--- src/rtl/imm_pkg.sv ---
// Shared constants for the decode-stage immediate generator.
package imm_pkg;

  localparam int XLEN_DEFAULT = 32;

  typedef enum logic [2:0] {
    SEL_I     = 3'd0,
    SEL_S     = 3'd1,
    SEL_U     = 3'd2,
    SEL_B     = 3'd3,
    SEL_J     = 3'd4,
    SEL_Z     = 3'd5,
    SEL_SHAMT = 3'd6,
    SEL_RSVD  = 3'd7
  } imm_sel_e;

  typedef enum logic [1:0] {
    ST_EMPTY = 2'd0,
    ST_BUSY  = 2'd1,
    ST_FULL  = 2'd2
  } buf_state_e;

endpackage

--- src/rtl/imm_field_decode.sv ---
// Combinational immediate extraction and extension for one instruction word.
module imm_field_decode
  import imm_pkg::*;
#(
  parameter int XLEN = XLEN_DEFAULT
) (
  input  logic [31:0]     instruction,
  input  logic [2:0]      select,
  output logic [XLEN-1:0] imm,
  output logic            sel_err
);

  logic [31:0] imm32;
  logic        sext;
  logic        unused_opcode;

  // The opcode field never influences the result; mode comes from select alone.
  assign unused_opcode = ^instruction[6:0];

  // Build a 32-bit immediate, then widen it with or without sign extension.
  always_comb begin
    imm32   = '0;
    sext    = 1'b0;
    sel_err = 1'b0;
    case (imm_sel_e'(select))
      SEL_I: begin
        imm32 = {{20{instruction[31]}}, instruction[31:20]};
        sext  = 1'b1;
      end
      SEL_S: begin
        imm32 = {{20{instruction[31]}}, instruction[31:25], instruction[11:7]};
        sext  = 1'b1;
      end
      SEL_U: begin
        imm32 = {instruction[31:12], 12'b0};
        sext  = 1'b1;
      end
      SEL_B: begin
        imm32 = {{20{instruction[31]}}, instruction[7], instruction[30:25],
                 instruction[11:8], 1'b0};
        sext  = 1'b1;
      end
      SEL_J: begin
        imm32 = {{12{instruction[31]}}, instruction[19:12], instruction[20],
                 instruction[30:21], 1'b0};
        sext  = 1'b1;
      end
      SEL_Z: begin
        imm32 = {27'b0, instruction[19:15]};
      end
      SEL_SHAMT: begin
        // RV64 shifts carry a 6-bit amount, RV32 only 5 bits.
        imm32 = (XLEN == 64) ? {26'b0, instruction[25:20]}
                             : {27'b0, instruction[24:20]};
      end
      default: begin
        imm32   = '0;
        sel_err = 1'b1;
      end
    endcase
    imm       = {XLEN{sext & imm32[31]}};
    imm[31:0] = imm32;
  end

endmodule

--- src/rtl/imm_gen_pipe.sv ---
// Pipelined immediate generator with PC-relative target and a two-entry skid buffer.
//
// state    | meaning
// ---------+-------------------------------------------
// ST_EMPTY | no entry held, output invalid
// ST_BUSY  | main register holds the oldest entry
// ST_FULL  | main and skid registers both hold entries
module imm_gen_pipe
  import imm_pkg::*;
#(
  parameter int XLEN = XLEN_DEFAULT
) (
  input  logic            clk,
  input  logic            reset,
  input  logic            flush,
  input  logic            in_valid,
  output logic            in_ready,
  input  logic [31:0]     instruction,
  input  logic [2:0]      select,
  input  logic [XLEN-1:0] pc,
  output logic            out_valid,
  input  logic            out_ready,
  output logic [XLEN-1:0] imm,
  output logic [XLEN-1:0] target,
  output logic            sel_err
);

  buf_state_e      state;
  logic [XLEN-1:0] dec_imm;
  logic [XLEN-1:0] dec_target;
  logic            dec_err;
  logic [XLEN-1:0] skid_imm;
  logic [XLEN-1:0] skid_target;
  logic            skid_err;
  logic            accept;

  imm_field_decode #(.XLEN(XLEN)) u_decode (
    .instruction (instruction),
    .select      (select),
    .imm         (dec_imm),
    .sel_err     (dec_err)
  );

  // Target add happens before the main register so output latency stays at one cycle.
  assign dec_target = pc + dec_imm;

  // Ready depends only on registered state and reset, never on out_ready.
  assign in_ready = (state != ST_FULL) && !reset;
  assign accept   = in_valid && in_ready;

  // Buffer control: main register drives the outputs, skid catches the entry
  // that arrives while the output is stalled.
  always_ff @(posedge clk) begin
    if (reset) begin
      state       <= ST_EMPTY;
      out_valid   <= 1'b0;
      imm         <= '0;
      target      <= '0;
      sel_err     <= 1'b0;
      skid_imm    <= '0;
      skid_target <= '0;
      skid_err    <= 1'b0;
    end else if (flush) begin
      state     <= ST_EMPTY;
      out_valid <= 1'b0;
    end else begin
      case (state)
        ST_EMPTY: begin
          if (accept) begin
            imm       <= dec_imm;
            target    <= dec_target;
            sel_err   <= dec_err;
            out_valid <= 1'b1;
            state     <= ST_BUSY;
          end
        end
        ST_BUSY: begin
          if (accept && !out_ready) begin
            skid_imm    <= dec_imm;
            skid_target <= dec_target;
            skid_err    <= dec_err;
            state       <= ST_FULL;
          end else if (accept) begin
            imm     <= dec_imm;
            target  <= dec_target;
            sel_err <= dec_err;
          end else if (out_ready) begin
            out_valid <= 1'b0;
            state     <= ST_EMPTY;
          end
        end
        ST_FULL: begin
          if (out_ready) begin
            imm     <= skid_imm;
            target  <= skid_target;
            sel_err <= skid_err;
            state   <= ST_BUSY;
          end
        end
        default: begin
          out_valid <= 1'b0;
          state     <= ST_EMPTY;
        end
      endcase
    end
  end

endmodule
--- config.mk ---
export PLATFORM = sky130hd
export DESIGN_NAME = imm_gen_pipe
export DESIGN_NICKNAME = d
export VERILOG_FILES = /design/src/rtl/imm_pkg.sv /design/src/rtl/imm_field_decode.sv /design/src/rtl/imm_gen_pipe.sv
export SDC_FILE = /design/constraint.sdc
export NUM_CORES = 1
export LEC_CHECK = 0
export ABC_AREA = 1
export CAP_MARGIN = 5
export CORE_MARGIN = 3
export CORE_UTILIZATION = 35
export DETAILED_ROUTE_END_ITERATION = 12
export PLACE_DENSITY = 0.61
export SLEW_MARGIN = 30
export SYNTH_ARGS = -nofsm -noshare
export SYNTH_HDL_FRONTEND = slang
export SYNTH_SLANG_ARGS = --single-unit
--- constraint.sdc ---
create_clock -name clk -period 7.9 [get_ports clk]
set_input_delay 1.58 -clock clk [delete_from_list [all_inputs] [get_ports clk]]
set_output_delay 1.58 -clock clk [all_outputs]
set_load 0.005 [all_outputs]
==> results by group <==
Run status
  – Outcome: finished clean

Yosys
  – Ranking of synthesized cells by area: dfxtp_1 33%, nand2_1 16%, a21oi_1 9.5%
  – FF+latch count, synth: 133
  – Largest family of logic cells by synthesized area: simple AND/OR/NAND/NOR gates
  – Synth Area in Compound Gates: 19.4%
  – Multiplexer area fraction after synthesis: 0.369%
  – Post-synth ARST share: 0%
  – Top cell type's share of synthesized area: 32.7%
  – EDFF count, synth: 0
  – Synth area leader: dfxtp_1
  – Synth Area in Simple Gates: 28.2%
  – Post-synth cell types: 36
  – Most common cell in the synthesized netlist: nand2_1
  – Ys flop type: dfxtp_1
  – Synth Net Count: between 1000 and 1500
  – Post-synthesis xor/xnor area fraction: 1.72%
  – Adder-Cell Fraction of Synth Area: between 5 and 6%
  – Commonest cells post-synth: 346 x nand2_1, 194 x inv_1, 154 x a21oi_1
  – Post-Syn Area: approximately 8000 um^2
  – Avg Inst Size Synth: between 6 and 7 um^2
  – Register area share after synthesis: 32.7%
  – Cell count after synthesis: roughly 1300
  – YS warnings: 0

STA
  – Max Freq: a little over 200 MHz
  – Minimum clock period: 4850 ps
  – Setup tns final: 0 ps
  – Max_slew headroom: 35.9%
  – Final hold viol count: 0
  – # setup viols final: 0
  – Max-slew violations: 0
  – Worst-margin pin slew: 961 ps
  – RSZ-0062 raised after global routing: no
  – Fin Clk Skew: just under 7 ps
  – Final period util: between 60% and 70%

CTS
  – Clock tree buffer depth: 2
  – Clk sink count: around 130
  – Post-CTS setup buffer count: 0
  – Root Driver: clkbuf_16
  – Worst-Skew Late Latency: between 400 and 500 ps
  – Resize count post-CTS: 0
  – CTS Buf Count: 17
  – TritonCTS clock tree: done
  – Reg clk slew, reported paths: roughly 60 ps
  – Hold Buf Count CTS: 0
  – H-Tree Level Count: 4

Critical path
  – Crit path DAT: about 5200 ps
  – Worst path depth: 21
  – Slowest Stage Delay on Critical Path: between 600 and 700 ps
  – Family with the most delay on the worst path: simple AND/OR/NAND/NOR gates
  – Crit-path max FO: 11
  – Critical Path End Type: flop
  – Most common cell on crit path: nand2_1
  – Critical Path Start: select[0]
  – FF-to-FF End: skid_imm[17]
  – Reg2Reg Depth: 10
  – Worst R2R Start: state[1]
  – Startpoint Class: input pin
  – Worst R2R Setup Slack: ~4400 ps
  – Worst endpoint required time: 8230 ps
  – WS Path Type: in -> reg
  – Cell Chain, Critical Path: clkdlybuf4s50_1 > inv_2 > nand2_1 > nor2_2 > inv_2 > nand2_2 > inv_2 > o21ai_0 > ha_1 > nand2_1 > inv_1 > nand2_1 > nand2_1 > inv_1 > nand2_1 > a21oi_1 > nand3_1 > nand2_1 > nand2_1 > nand2_1 > inv_1
  – Slowest stage cell, crit path: clkdlybuf4s50_1
  – End of the critical path: skid_target[27]
  – Crit path buf inv count: 7

Cells and area
  – Area grow syn2layout: 25.3%
  – Register area: approximately 2700 um^2
  – Fin nets: 1521
  – Fillers: between 2000 and 2500
  – Antenna fix cells: 0
  – Share of cells above drive strength 1: 4.13%
  – Post-route cell area: 10200 um^2
  – Multi-input gate area: roughly 4400 um^2

Place
  – GP Congestion: slightly below 1
  – I/O Buffers: around 130
  – DP Area: roughly 9600 um^2
  – Detailed Place HPWL: between 15000 and 20000 um

Detailed routing
  – DR vias: around 8400
  – DRT Wirelength: 26500 um
  – DR vias/cell: 4.89
  – DR iter-0 viols: ~540
  – Drt pass-1 iters: 6
  – DRC: 0
  – Routed Antenna Nets: 0
  – Routed wire per std cell: between 15 and 20 um

Floorplanning
  – I/O pins: around 140
  – Die width: 158 um
  – Initial Util: 35.8%
  – Die area: roughly 25000 um^2
  – Die Y: 158 um
  – Core Area: 22700 um^2
  – Row cnt: 55

GRT
  – Vias in the first global route: 7876
  – Initial antenna violation count: 0
  – Total Routing Usage GR: 21.5%
  – Largest net degree at the start of global routing: ~100
  – Global route total overflow: 0
  – Wire length of the first global-routing pass: 42000 um

Pwr
  – PD cells: approximately 190 nW/um^2
  – Total chip power: approximately 2 mW
  – Peak supply drop: between 0.0001 and 0.00015 V
  – Leak pwr: between 5 and 6 nW

Job
  – Max-cap violations: 0

Worst hold path
  – Class of the worst hold path: reg -> reg
worst min-delay path by stage:
| stage | start | endpoint | cells after the start |
|---|---|---|---|
| global placement | skid_imm[0] | skid_imm[0] | 2 |
| detailed placement | skid_imm[6] | skid_imm[6] | 2 |
| global route | skid_imm[6] | skid_imm[6] | 2 |
| CTS | skid_imm[6] | skid_imm[6] | 2 |
| finish | skid_imm[6] | skid_imm[6] | 2 |
| floorplan | skid_imm[17] | skid_imm[17] | 2 |
metrics by stage:
| step | setup slack, ps | std cells | util (%) | hold WS (ps) |
|---|---|---|---|---|
| 5_1_grt | 2710 | 1714 | 44.9 | 485 |
| 6_report | 3050 | 1714 | 44.9 | 454 |
| 2_1_floorplan | 4170 | 1316 | - | 430 |
| 3_3_place_gp | 2740 | 1683 | 42.3 | 441 |
| 3_5_place_dp | 2710 | 1683 | 42.3 | 449 |
| 4_1_cts | 3070 | 1714 | 44.9 | 458 |
registers in the layout (all words and copies together), names as in the netlist:
register / count
skid_imm: 32
state: 2
target: 32
skid_err: 1
skid_target: 32
imm: 32
out_valid: 1
sel_err: 1
placed cells by master, fill, tap and decap left out, types with 2 or more instances in the layout:
master / n
nand4_1: 3
nand2_2: 2
inv_1: 194
nand3b_1: 4
o211ai_1: 21
clkdlybuf4s50_1: 131
clkbuf_16: 17
nand2_1: 346
mux2i_1: 3
nor2_1: 148
nand3_1: 56
a31oi_1: 4
inv_2: 8
inv_6: 3
nor2_2: 2
a21oi_1: 154
clkinv_4: 4
dfxtp_1: 133
o21ai_1: 31
ha_1: 31
xor2_1: 12
or2_2: 3
nor3_1: 6
buf_4: 8
xnor2_1: 4
nand3_2: 2
a21o_1: 3
clkinvlp_4: 3
o21ai_0: 81
bufinv_16: 2
worst min-delay path: cells and delay by family (launching register included):
kind,cells,cell delay (ps)
AOI/OAI and AO/OA,1,50
DFF,1,300
buffers and inverters,1,60
per-layer routing:
metal / share of wire (%) / vias up / track usage [%]
li1: - / 4386 / -
met1: 47 / 3705 / 30.0
met2: 44 / 248 / 33.6
met3: 6.3 / 36 / 4.08
met4: 2.4 / 0 / 7.09
met5: 0 / - / 0
power breakdown:
part	total (mW)	internal, mW	switching (mW)
Clock	0.813	0.475	0.337
Combinational	0.429	0.168	0.261
Sequential	0.702	0.691	0.0107
logic make-up (layout without fill, tap and decap cells):
logic type | after synthesis | after routing
AO/OA/AOI/OAI | 299 | 299
XOR/XNOR | 16 | 16
adder cells (fa/ha/maj) | 32 | 32
buffers and inverters | 259 | 372
flip-flops | 133 | 133
multiplexers | 3 | 3
AND/OR/NAND/NOR | 574 | 574
cell type report:
class / instances / area share [%]
multi-input combinational: 924 / 43.7
sequential: 133 / 26.1
timing repair buffer: 139 / 13.5
inverter: 202 / 7.44
clock buffer: 18 / 4.31
tap: 285 / 3.50
clock inverter: 13 / 1.46
Note: power is estimated with default switching activity, not from simulation.
